File: src/rtl/rsa_exp_sequencer.sv
// Right-to-left binary modular exponentiation sequencer driving one shared
// Montgomery multiplier: issues opcodes and start pulses, and steers result loads into P/R.
module rsa_exp_sequencer #(
  parameter int unsigned WIDTH   = 8,
  parameter int unsigned TIMEOUT = 64
) (
  input  logic                       clk,
  input  logic                       rstb,
  input  logic                       ena,
  input  logic                       clear,
  input  logic                       start,
  input  logic [WIDTH-1:0]           E,
  input  logic                       mmm_done,
  output logic                       op_start,
  output logic [2:0]                 op_sel,
  output logic                       ld_p,
  output logic                       ld_r,
  output logic                       busy,
  output logic                       eoc,
  output logic                       err,
  output logic [$clog2(WIDTH)-1:0]   bit_idx
);

  localparam int unsigned IW = $clog2(WIDTH);
  localparam int unsigned CW = $clog2(TIMEOUT + 1);

  typedef enum logic [1:0] {
    S_IDLE  = 2'd0,
    S_ISSUE = 2'd1,
    S_WAIT  = 2'd2,
    S_DONE  = 2'd3
  } state_t;

  typedef enum logic [2:0] {
    OP_PRE_P = 3'd0,
    OP_PRE_R = 3'd1,
    OP_MUL   = 3'd2,
    OP_SQR   = 3'd3,
    OP_POST  = 3'd4
  } op_t;

  state_t           r_state, w_state_nx;
  op_t              r_op, w_op_nx;
  logic [WIDTH-1:0] r_exp, w_exp_nx, w_exp_shr;
  logic [IW-1:0]    r_idx, w_idx_nx;
  logic [CW-1:0]    r_cnt, w_cnt_nx;
  logic             r_err, w_err_nx;
  logic             r_busy, w_busy_nx;
  logic             w_op_start, w_ld_p, w_ld_r, w_eoc;
  logic             w_act;

  // Next-state, next-operation selection and raw pulse generation
  always_comb begin
    w_state_nx = r_state;
    w_op_nx    = r_op;
    w_exp_nx   = r_exp;
    w_idx_nx   = r_idx;
    w_cnt_nx   = r_cnt;
    w_err_nx   = r_err;
    w_busy_nx  = r_busy;
    w_op_start = 1'b0;
    w_ld_p     = 1'b0;
    w_ld_r     = 1'b0;
    w_eoc      = 1'b0;
    w_exp_shr  = r_exp >> 1;

    case (r_state)
      S_IDLE: begin
        if (start) begin
          w_exp_nx   = E;
          w_idx_nx   = '0;
          w_err_nx   = 1'b0;
          w_busy_nx  = 1'b1;
          w_op_nx    = (E == '0) ? OP_PRE_R : OP_PRE_P;
          w_state_nx = S_ISSUE;
        end
      end
      S_ISSUE: begin
        w_op_start = 1'b1;
        w_cnt_nx   = '0;
        w_state_nx = S_WAIT;
      end
      S_WAIT: begin
        if (mmm_done) begin
          w_state_nx = S_ISSUE;
          case (r_op)
            OP_PRE_P: begin
              w_ld_p  = 1'b1;
              w_op_nx = OP_PRE_R;
            end
            OP_PRE_R: begin
              w_ld_r = 1'b1;
              if (r_exp == '0)    w_op_nx = OP_POST;
              else if (r_exp[0])  w_op_nx = OP_MUL;
              else                w_op_nx = OP_SQR;
            end
            OP_MUL: begin
              w_ld_r  = 1'b1;
              w_op_nx = (w_exp_shr == '0) ? OP_POST : OP_SQR;
            end
            OP_SQR: begin
              // Squaring consumes the current bit: advance to the next one
              w_ld_p   = 1'b1;
              w_exp_nx = w_exp_shr;
              w_idx_nx = r_idx + IW'(1);
              w_op_nx  = w_exp_shr[0] ? OP_MUL : OP_SQR;
            end
            OP_POST: begin
              w_ld_r     = 1'b1;
              w_busy_nx  = 1'b0;
              w_state_nx = S_DONE;
            end
            default: begin
              w_busy_nx  = 1'b0;
              w_state_nx = S_IDLE;
            end
          endcase
        end else if (r_cnt == CW'(TIMEOUT - 1)) begin
          w_err_nx   = 1'b1;
          w_busy_nx  = 1'b0;
          w_state_nx = S_IDLE;
        end else begin
          w_cnt_nx = r_cnt + CW'(1);
        end
      end
      S_DONE: begin
        w_eoc      = 1'b1;
        w_state_nx = S_IDLE;
      end
      default: begin
        w_busy_nx  = 1'b0;
        w_state_nx = S_IDLE;
      end
    endcase
  end

  // State registers: reset beats clear, clear beats the clock enable
  always_ff @(posedge clk) begin
    if (!rstb) begin
      r_state <= S_IDLE;
      r_op    <= OP_PRE_P;
      r_exp   <= '0;
      r_idx   <= '0;
      r_cnt   <= '0;
      r_err   <= 1'b0;
      r_busy  <= 1'b0;
    end else if (clear) begin
      r_state <= S_IDLE;
      r_cnt   <= '0;
      r_busy  <= 1'b0;
    end else if (ena) begin
      r_state <= w_state_nx;
      r_op    <= w_op_nx;
      r_exp   <= w_exp_nx;
      r_idx   <= w_idx_nx;
      r_cnt   <= w_cnt_nx;
      r_err   <= w_err_nx;
      r_busy  <= w_busy_nx;
    end
  end

  // Pulses only fire on cycles that actually advance the FSM
  assign w_act    = rstb & ~clear & ena;
  assign op_start = w_act & w_op_start;
  assign ld_p     = w_act & w_ld_p;
  assign ld_r     = w_act & w_ld_r;
  assign eoc      = w_act & w_eoc;
  assign op_sel   = r_op;
  assign busy     = r_busy;
  assign err      = r_err;
  assign bit_idx  = r_idx;

endmodule
File: config.mk
export PLATFORM = sky130hd
export DESIGN_NAME = rsa_exp_sequencer
export DESIGN_NICKNAME = d
export VERILOG_FILES = /design/src/rtl/rsa_exp_sequencer.sv
export SDC_FILE = /design/constraint.sdc
export NUM_CORES = 1
export LEC_CHECK = 0
export CORE_AREA = 4 4 57 59
export CTS_CLUSTER_SIZE = 25
export DETAILED_ROUTE_END_ITERATION = 16
export DIE_AREA = 0 0 61 63
export PLACE_DENSITY_LB_ADDON = 0.12
export SYNTH_ARGS = -nofsm -noshare
export SYNTH_HDL_FRONTEND = slang
export SYNTH_SLANG_ARGS = --single-unit
File: constraint.sdc
create_clock -name clk -period 3.2 [get_ports clk]
set_input_delay 0.64 -clock clk [delete_from_list [all_inputs] [get_ports clk]]
set_output_delay 0.64 -clock clk [all_outputs]
set_load 0.02 [all_outputs]
==> results_dict.tcl, run 1 <==
set metrics [dict create \
    reg2reg_from "r_state[1]" \
    wire_per_inst_um 15.5 \
    rsz0062_at_grt "no" \
    cts_setup_buffers 0 \
    clk_pin_slew_worst_paths_ps 150 \
    yosys.area.top_type_share_pct 33.4 \
    grt_pass1_vias 1518 \
    cp.required_ps 2560 \
    worstPathMaxFanout 3 \
    tightest_slew_ps 652 \
    rows 19 \
    cts_buffers 3 \
    powerDensity_nw_per_um2 314 \
    post-place-cells 243 \
    root_buffer "clkbuf_4" \
    synth_nets 211 \
    drtIter0Drc 48 \
    dp_hpwl_um 2810 \
    worst_skew_pair.late_latency_ps 340 \
    ys_types 50 \
    fmax_ghz 0.336 \
    drc 0 \
    cts_num_sinks 25 \
    final_nets 233 \
    rr_worst_depth 4 \
    async_reset_ff_share_pct 0 \
    synthCells 195 \
    avgSynthCellArea_sq_um 7.69 \
    multi_input_area_sq_um 923 \
    crit_path_start_kind "input pin" \
    gp_congestion 0.845 \
    cts_tree "done" \
    yosys_warnings 0 \
    drive_gt1_share_pct 6.48 \
    setup_viol 0 \
    die_height_um 63 \
    drtPass1Iterations 4 \
    ir_drop_uv 319 \
    htree_levels 1 \
    grt_pass1_wl_um 6270 \
    power_leakage_nw 0.644 \
    endpoint "ld_p" \
    netlist_area_sq_um 1500 \
    drt_wl_total_um 3820 \
    cts_resized 0 \
    grt_util_all_layers_pct 20.7 \
    r2r-end "op_sel[0]" \
    hold_path.class "flop to flop" \
    ctsHoldBuffers 0 \
    layout.area.seq_sq_um 500 \
    synth.area.top_cells "dfxtp_1 33%, nand2_1 8.3%, a311oi_1 4.1%" \
    yosys-top-cells-count "33 x nand2_1, 25 x dfxtp_1, 12 x a21oi_1" \
    fp.dieW_um 61 \
    initial_core_util_pct 55.3 \
    yosys.area.top_type "dfxtp_1" \
    ys_ff_latch 25 \
    antenna_found_initial 0 \
    viasPerCell 6.35 \
    io_pins 26 \
    final.min_clock_period_ps 2980 \
    vias 1568 \
    antennaDiodeCount 0 \
    critical_path_class "input pin to output port" \
    ys_seq_area_share_pct 33.4 \
    synth_edf_count 0 \
    grt_overflow 0 \
    fin_tns_setup_ps 0 \
    fin_skew_ps 15.5 \
    instances_no_fill 247 \
    die_area_sq_um 3840 \
    core_area_sq_um 2710 \
    synth_ff_type "dfxtp_1" \
    cts_buffer_depth 2 \
    crit_arrival_ps 2340 \
    n_fill_cell 263 \
    hold_viol 0 \
    r2r_slack_ps 1190 \
    synth.most_common_cell "nand2_1" \
    cap_violations 0 \
    endpoint_kind "output port" \
    syn_to_final_growth_pct 19.6 \
    max_slew_margin_pct 56.1 \
    period_share_pct 93.1 \
    final_max_slew_viol_count 0 \
    io_buffers 25 \
    cp-startpoint "clear" \
    ant_nets 0 \
    outcome "completed" \
    grt_max_degree 17 \
]
through the flow:
step | utilization [%] | hold slack (ps) | setup WS, ps | area [sq um] | power [mW]
floorplan | - | 408 | 1020 | 1500 | 0.372
global placement | 65.0 | 417 | 242 | 1760 | 0.406
detailed placement | 65.0 | 428 | 224 | 1760 | 0.408
CTS | 66.2 | 447 | 216 | 1790 | 0.563
global route | 66.2 | 467 | 40.7 | 1790 | 0.588
finish | 66.2 | 443 | 222 | 1790 | 0.562
flip-flops by register name (all words and copies together), names as in the netlist:
name     cells
err          1
r_cnt        7
bit_idx      3
busy         1
r_state      2
r_exp        8
op_sel       3
where the power goes:
part	switching (mW)	leakage [nW]	internal (mW)	total (mW)
Sequential	0.00712	0.202	0.318	0.325
Clock	0.109	0.0183	0.0510	0.160
Combinational	0.0399	0.423	0.0371	0.0770
Total	0.156	0.644	0.406	0.562
layout make-up:
| cell class | instances | share of cell area (%) |
|---|---|---|
| Clock buffer | 3 | 1.26 |
| Multi-Input combinational cell | 154 | 51.5 |
| Clock inverter | 1 | 0.488 |
| Timing Repair Buffer | 30 | 16.1 |
| Inverter | 3 | 0.628 |
| Sequential cell | 25 | 27.9 |
| Tap cell | 31 | 2.16 |
worst max-delay path, stage by stage:
cell	delay, ps
clkdlybuf4s50_1	410
nand2b_1	190
nor2_1	160
nand3_1	110
nor3_1	180
clkdlybuf4s50_1	630
how the worst min path moves through the flow:
| stage | endpoint | slack (ps) | depth (start not counted) | start |
|---|---|---|---|---|
| finish | r_cnt[6] | 440 | 2 | r_cnt[6] |
| global route | r_cnt[6] | 470 | 2 | r_cnt[6] |
| CTS | r_cnt[6] | 450 | 2 | r_cnt[6] |
| detailed placement | r_cnt[6] | 430 | 2 | r_cnt[6] |
| global placement | r_cnt[6] | 420 | 2 | r_cnt[6] |
| floorplan | r_cnt[6] | 410 | 2 | r_cnt[6] |
cell usage in the layout, fill, tap and decap left out, types with 2 or more instances in the layout:
| cell | n |
|---|---|
| o21ai_0 | 10 |
| nand3_1 | 11 |
| nor2_1 | 8 |
| nand4_1 | 4 |
| a311oi_1 | 7 |
| dfxtp_1 | 25 |
| clkdlybuf4s50_1 | 25 |
| a31oi_1 | 4 |
| clkbuf_4 | 3 |
| nor3_1 | 10 |
| buf_4 | 5 |
| a211oi_1 | 2 |
| nand2b_1 | 4 |
| nand2_1 | 33 |
| ha_1 | 2 |
| and3_1 | 3 |
| nor2b_1 | 6 |
| inv_1 | 3 |
| a21o_1 | 2 |
| nand3b_1 | 2 |
| o31ai_1 | 2 |
| o211ai_1 | 2 |
| nor4_1 | 6 |
| a21oi_1 | 12 |
per-layer routing:
layer	vias to the layer above	GRT usage (%)	wire length (um)	part of all wire (%)
met5	-	0	0	0
met4	0	10.6	42	1.1
met3	4	2.69	93	2.4
met2	33	35.2	2010	53
met1	758	24.4	1670	44
li1	773	-	-	-
logic make-up after synthesis:
kind of cell / share of synthesized area (%)
compound gates: 24.7
xor+xnor: 0.584
fa+ha+maj: 1.67
buf+inv: 5.01
flops: 33.4
mux: 1.42
simple gates: 33.2
No activity file was read; power rests on OpenSTA's default activity.
==> run 2: changes to the inputs <==
--- a/config.mk
+++ b/config.mk
@@ -5,10 +5,10 @@
 export SDC_FILE = /design/constraint.sdc
 export NUM_CORES = 1
 export LEC_CHECK = 0
-export CORE_AREA = 4 4 57 59
+export CORE_AREA = 4 4 58 60
 export CTS_CLUSTER_SIZE = 25
 export DETAILED_ROUTE_END_ITERATION = 16
-export DIE_AREA = 0 0 61 63
+export DIE_AREA = 0 0 62 64
 export PLACE_DENSITY_LB_ADDON = 0.12
 export SYNTH_ARGS = -nofsm -noshare
 export SYNTH_HDL_FRONTEND = slang
==> results_dict.tcl, run 2 (synthesis gave the netlist of run 1 again) <==
set metrics [dict create \
    netSwitchingFraction_pct 27.3 \
    core_area_sq_um 2930 \
    setup_viol 0 \
    path_common_cell "clkdlybuf4s50_1" \
    outcome "completed" \
    cts_num_sinks 25 \
    final_cell_mix "33 x nand2_1, 25 x dfxtp_1, 25 x clkdlybuf4s50_1" \
    utilization_pct 61.5 \
    pre_cts_ws_ps 250 \
    grt_util_all_layers_pct 22.1 \
    antenna_found_initial 0 \
    power_frac_comb_pct 13.9 \
    cts_resized 0 \
    htree_levels 1 \
    initial_core_util_pct 51.2 \
    drc 0 \
    top_regs "r_exp x8, r_cnt x7" \
    reg2reg_from "r_state[1]" \
    io_buffers 25 \
    crit_chain "clkdlybuf4s50_1 > nand2b_1 > nor2_1 > nand3_1 > nor3_1 > clkdlybuf4s50_1" \
    final_nets 234 \
    drtIter0Drc 101 \
    grt_max_degree 16 \
    endpoint_kind "output port" \
    hp-start "r_cnt[6]" \
    ctsHoldBuffers 0 \
    layout_commonest_cell "nand2_1" \
    holdPathEnd "r_cnt[6]" \
    root_buffer "clkbuf_4" \
    cts_buffers 3 \
    tightest_slew_ps 729 \
    total_power_mw 0.555 \
    drt_wl_total_um 3830 \
    p_switching_mw 0.151 \
    worst_skew_pair.late_latency_ps 330 \
    hold_viol 0 \
    final_max_slew_viol_count 0 \
    max_stage_delay_ps 630 \
    wire_per_inst_um 15.3 \
    crit_path_start_kind "input pin" \
    post-place-cells 246 \
    n_fill_cell 273 \
    fin_tns_setup_ps 0 \
    p_seq_share_pct 58.5 \
    rows 20 \
    drive_gt1_share_pct 6.91 \
    syn_to_final_growth_pct 20.2 \
    place_area_sq_um 1770 \
    power.share.clock_pct 27.6 \
    cp.required_ps 2560 \
    cts_setup_buffers 0 \
    cp_num_buf_inv 2 \
    antennaDiodeCount 0 \
    largest_register_ffs 8 \
    die_area_sq_um 3970 \
    powerDensity_nw_per_um2 308 \
    grt_overflow 0 \
    die_height_um 64 \
    path_delay_family "buffers and inverters" \
    fmax_ghz 0.339 \
    hold_path.class "flop to flop" \
    fin_skew_ps 3.07 \
    cts_buffer_depth 2 \
    rr_worst_depth 5 \
    period_share_pct 92.1 \
    rsz0062_at_grt "no" \
    clk_pin_slew_worst_paths_ps 150 \
    cts_tree "done" \
    largest-register "r_exp" \
    final.min_clock_period_ps 2950 \
    r2r_slack_ps 1330 \
    gp_congestion 0.875 \
    viasPerCell 6.25 \
    intPower_mw 0.403 \
    cap_violations 0 \
    holdWs_ps 451 \
    grt_pass1_wl_um 6770 \
    r2r-end "op_sel[2]" \
    final_critical_path_setup_slack_ps 253 \
    grt_pass1_vias 1500 \
    vias 1563 \
    fin_area_sq_um 1800 \
    power_leakage_nw 0.645 \
    ant_nets 0 \
    cp_slowest_cell "clkdlybuf4s50_1" \
    drtPass1Iterations 4 \
    fp.dieW_um 62 \
    critical_path_class "input pin to output port" \
    ir_drop_uv 220 \
    worstPathMaxFanout 3 \
    dp_hpwl_um 2860 \
    crit_arrival_ps 2310 \
    instances_no_fill 250 \
    max_slew_margin_pct 50.9 \
    whs_path_depth 2 \
    io_pins 26 \
]
## run 2: worst max-delay path by stage
stage	cells past startpoint	slack, ps	startpoint	end
floorplan	5	1020	ena	ld_p
finish	6	250	clear	ld_p
detailed placement	6	250	clear	ld_p
global route	6	110	clear	ld_p
global placement	6	240	clear	ld_p
CTS	6	240	clear	ld_p
## run 2: area by class of cell
type / count / area, sq um / share of cell area [%]
clock inverters: 1 / 7.51 / 0.417
clock buffers: 3 / 22.5 / 1.25
well taps: 33 / 41.3 / 2.29
flip-flops and latches: 25 / 500 / 27.8
multi-input cells: 154 / 923 / 51.2
repair buffers: 31 / 295 / 16.4
inverters: 3 / 11.3 / 0.625
## run 2: metal layers
layer	vias up	track usage, %	share of wire [%]
met4	0	7.43	1.2
met3	7	3.43	3.9
met2	42	36.1	51
li1	775	-	-
met5	-	0	0
met1	739	28.7	44
## run 2: worst min-delay path: stages (launching register included)
cell     delay [ps]
dfxtp_1         340
nand2_1          50
a21oi_1          30
## run 2: power by group through the flow
stage                     Combinational, mW  Sequential, mW  Clock, mW
after floorplan                      0.0420           0.330          0
after global placement               0.0748           0.331          0
after detailed placement             0.0769           0.331          0
after CTS                            0.0771           0.325      0.156
after global routing                 0.0860           0.326      0.171
final                                0.0771           0.325      0.153
==> run 3: changes to the inputs <==
--- a/config.mk
+++ b/config.mk
@@ -5,11 +5,12 @@
 export SDC_FILE = /design/constraint.sdc
 export NUM_CORES = 1
 export LEC_CHECK = 0
+export ABC_CLOCK_PERIOD_IN_PS = 3200
 export CORE_AREA = 4 4 58 60
 export CTS_CLUSTER_SIZE = 25
 export DETAILED_ROUTE_END_ITERATION = 16
 export DIE_AREA = 0 0 62 64
-export PLACE_DENSITY_LB_ADDON = 0.12
+export PLACE_DENSITY = 0.79
 export SYNTH_ARGS = -nofsm -noshare
 export SYNTH_HDL_FRONTEND = slang
 export SYNTH_SLANG_ARGS = --single-unit
==> results_dict.tcl, run 3 (synthesis gave the netlist of run 1 again) <==
set metrics [dict create \
    outcome "completed" \
    cts_tree "done" \
    cts_resized 0 \
    ctsHoldBuffers 0 \
    r2r_slack_ps 1200 \
    rsz0062_at_grt "no" \
    power_frac_comb_pct 14.2 \
    largest-register "r_exp" \
    max_slew_margin_pct 51.9 \
    drtPass1Iterations 4 \
    fin_skew_ps 14.7 \
    top_regs "r_exp x8, r_cnt x7" \
    final.min_clock_period_ps 3070 \
    grt_overflow 0 \
    worstPathMaxFanout 3 \
    drt_wl_total_um 3960 \
    io_pins 26 \
    fin_tns_setup_ps 0 \
    holdPathEnd "r_cnt[6]" \
    dp_hpwl_um 2880 \
    root_buffer "clkbuf_4" \
    n_fill_cell 264 \
    cts_num_sinks 25 \
    cts_buffer_depth 2 \
    setup_viol 0 \
    layout_commonest_cell "nand2_1" \
    critical_path_class "input pin to output port" \
    endpoint_kind "output port" \
    crit_arrival_ps 2430 \
    cp-startpoint "clear" \
    viasPerCell 6.41 \
    initial_core_util_pct 51.2 \
    core_area_sq_um 2930 \
    syn_to_final_growth_pct 20.2 \
    powerDensity_nw_per_um2 308 \
    r2r-end "op_sel[0]" \
    intPower_mw 0.404 \
    ir_drop_uv 243 \
    cap_violations 0 \
    netSwitchingFraction_pct 27.2 \
    grt_pass1_wl_um 6670 \
    io_buffers 25 \
    crit_path_start_kind "input pin" \
    rows 20 \
    pre_cts_ws_ps 152 \
    hold_path.class "flop to flop" \
    clk_pin_slew_worst_paths_ps 150 \
    final_nets 234 \
    htree_levels 1 \
    whs_path_depth 2 \
    cts_buffers 3 \
    fp.dieW_um 62 \
    cp.required_ps 2560 \
    final_max_slew_viol_count 0 \
    hold_viol 0 \
    power_leakage_nw 0.644 \
    p_seq_share_pct 58.6 \
    reg2reg_from "r_state[1]" \
    hp-start "r_cnt[6]" \
    drive_gt1_share_pct 6.91 \
    tightest_slew_ps 714 \
    power.share.clock_pct 27.2 \
    antennaDiodeCount 0 \
    vias 1602 \
    wire_per_inst_um 15.9 \
    p_switching_mw 0.151 \
    drtIter0Drc 138 \
    largest_register_ffs 8 \
    final_critical_path_setup_slack_ps 134 \
    rr_worst_depth 4 \
    gp_congestion 0.926 \
    die_area_sq_um 3970 \
    fmax_ghz 0.326 \
    ant_nets 0 \
    period_share_pct 95.8 \
    grt_max_degree 16 \
    grt_util_all_layers_pct 21.6 \
    antenna_found_initial 0 \
    worst_skew_pair.late_latency_ps 340 \
    cts_setup_buffers 0 \
    final_cell_mix "33 x nand2_1, 25 x dfxtp_1, 25 x clkdlybuf4s50_1" \
    drc 0 \
    utilization_pct 61.5 \
    grt_pass1_vias 1543 \
    die_height_um 64 \
]
-- run 3: critical path: stages --
cell,delay (ps)
clkdlybuf4s50_1,410
nand2b_1,180
nor2_1,200
nand3_1,130
nor3_1,210
clkdlybuf4s50_1,650
-- run 3: through the flow --
step	std cells	hold slack, ps	area, sq um	power [mW]
2_1_floorplan	195	408	1500	0.372
6_report	250	443	1800	0.555
3_3_place_gp	246	419	1770	0.406
4_1_cts	250	441	1800	0.556
3_5_place_dp	246	422	1770	0.409
5_1_grt	250	449	1800	0.579
-- run 3: cell type report --
cell class	count	area, sq um	area share, %
multi-input cells	154	923	51.2
flip-flops and latches	25	500	27.8
repair buffers	31	295	16.4
well taps	33	41.3	2.29
clock buffers	3	22.5	1.25
inverters	3	11.3	0.625
clock inverters	1	7.51	0.417
-- run 3: worst max-delay path by stage --
stage               slack, ps    to  cells after the start
finish                    130  ld_p                      6
global route               50  ld_p                      6
CTS                       150  ld_p                      6
detailed placement        150  ld_p                      6
global placement          230  ld_p                      6
floorplan                1020  ld_p                      5
-- run 3: power by group through the flow --
stage	combinational [mW]	sequential, mW	clock (mW)
final	0.0788	0.325	0.151
after global routing	0.0859	0.326	0.166
after CTS	0.0778	0.325	0.153
after global placement	0.0750	0.331	0
after floorplan	0.0420	0.330	0
after detailed placement	0.0773	0.332	0
-- run 3: routing by layer --
metal | part of all wire (%) | routed length, um | GRT usage [%]
met5 | 0 | 0 | 0
met4 | 2.0 | 80 | 9.02
met3 | 6.4 | 254 | 4.85
met2 | 51 | 2010 | 36.9
met1 | 41 | 1620 | 24.6
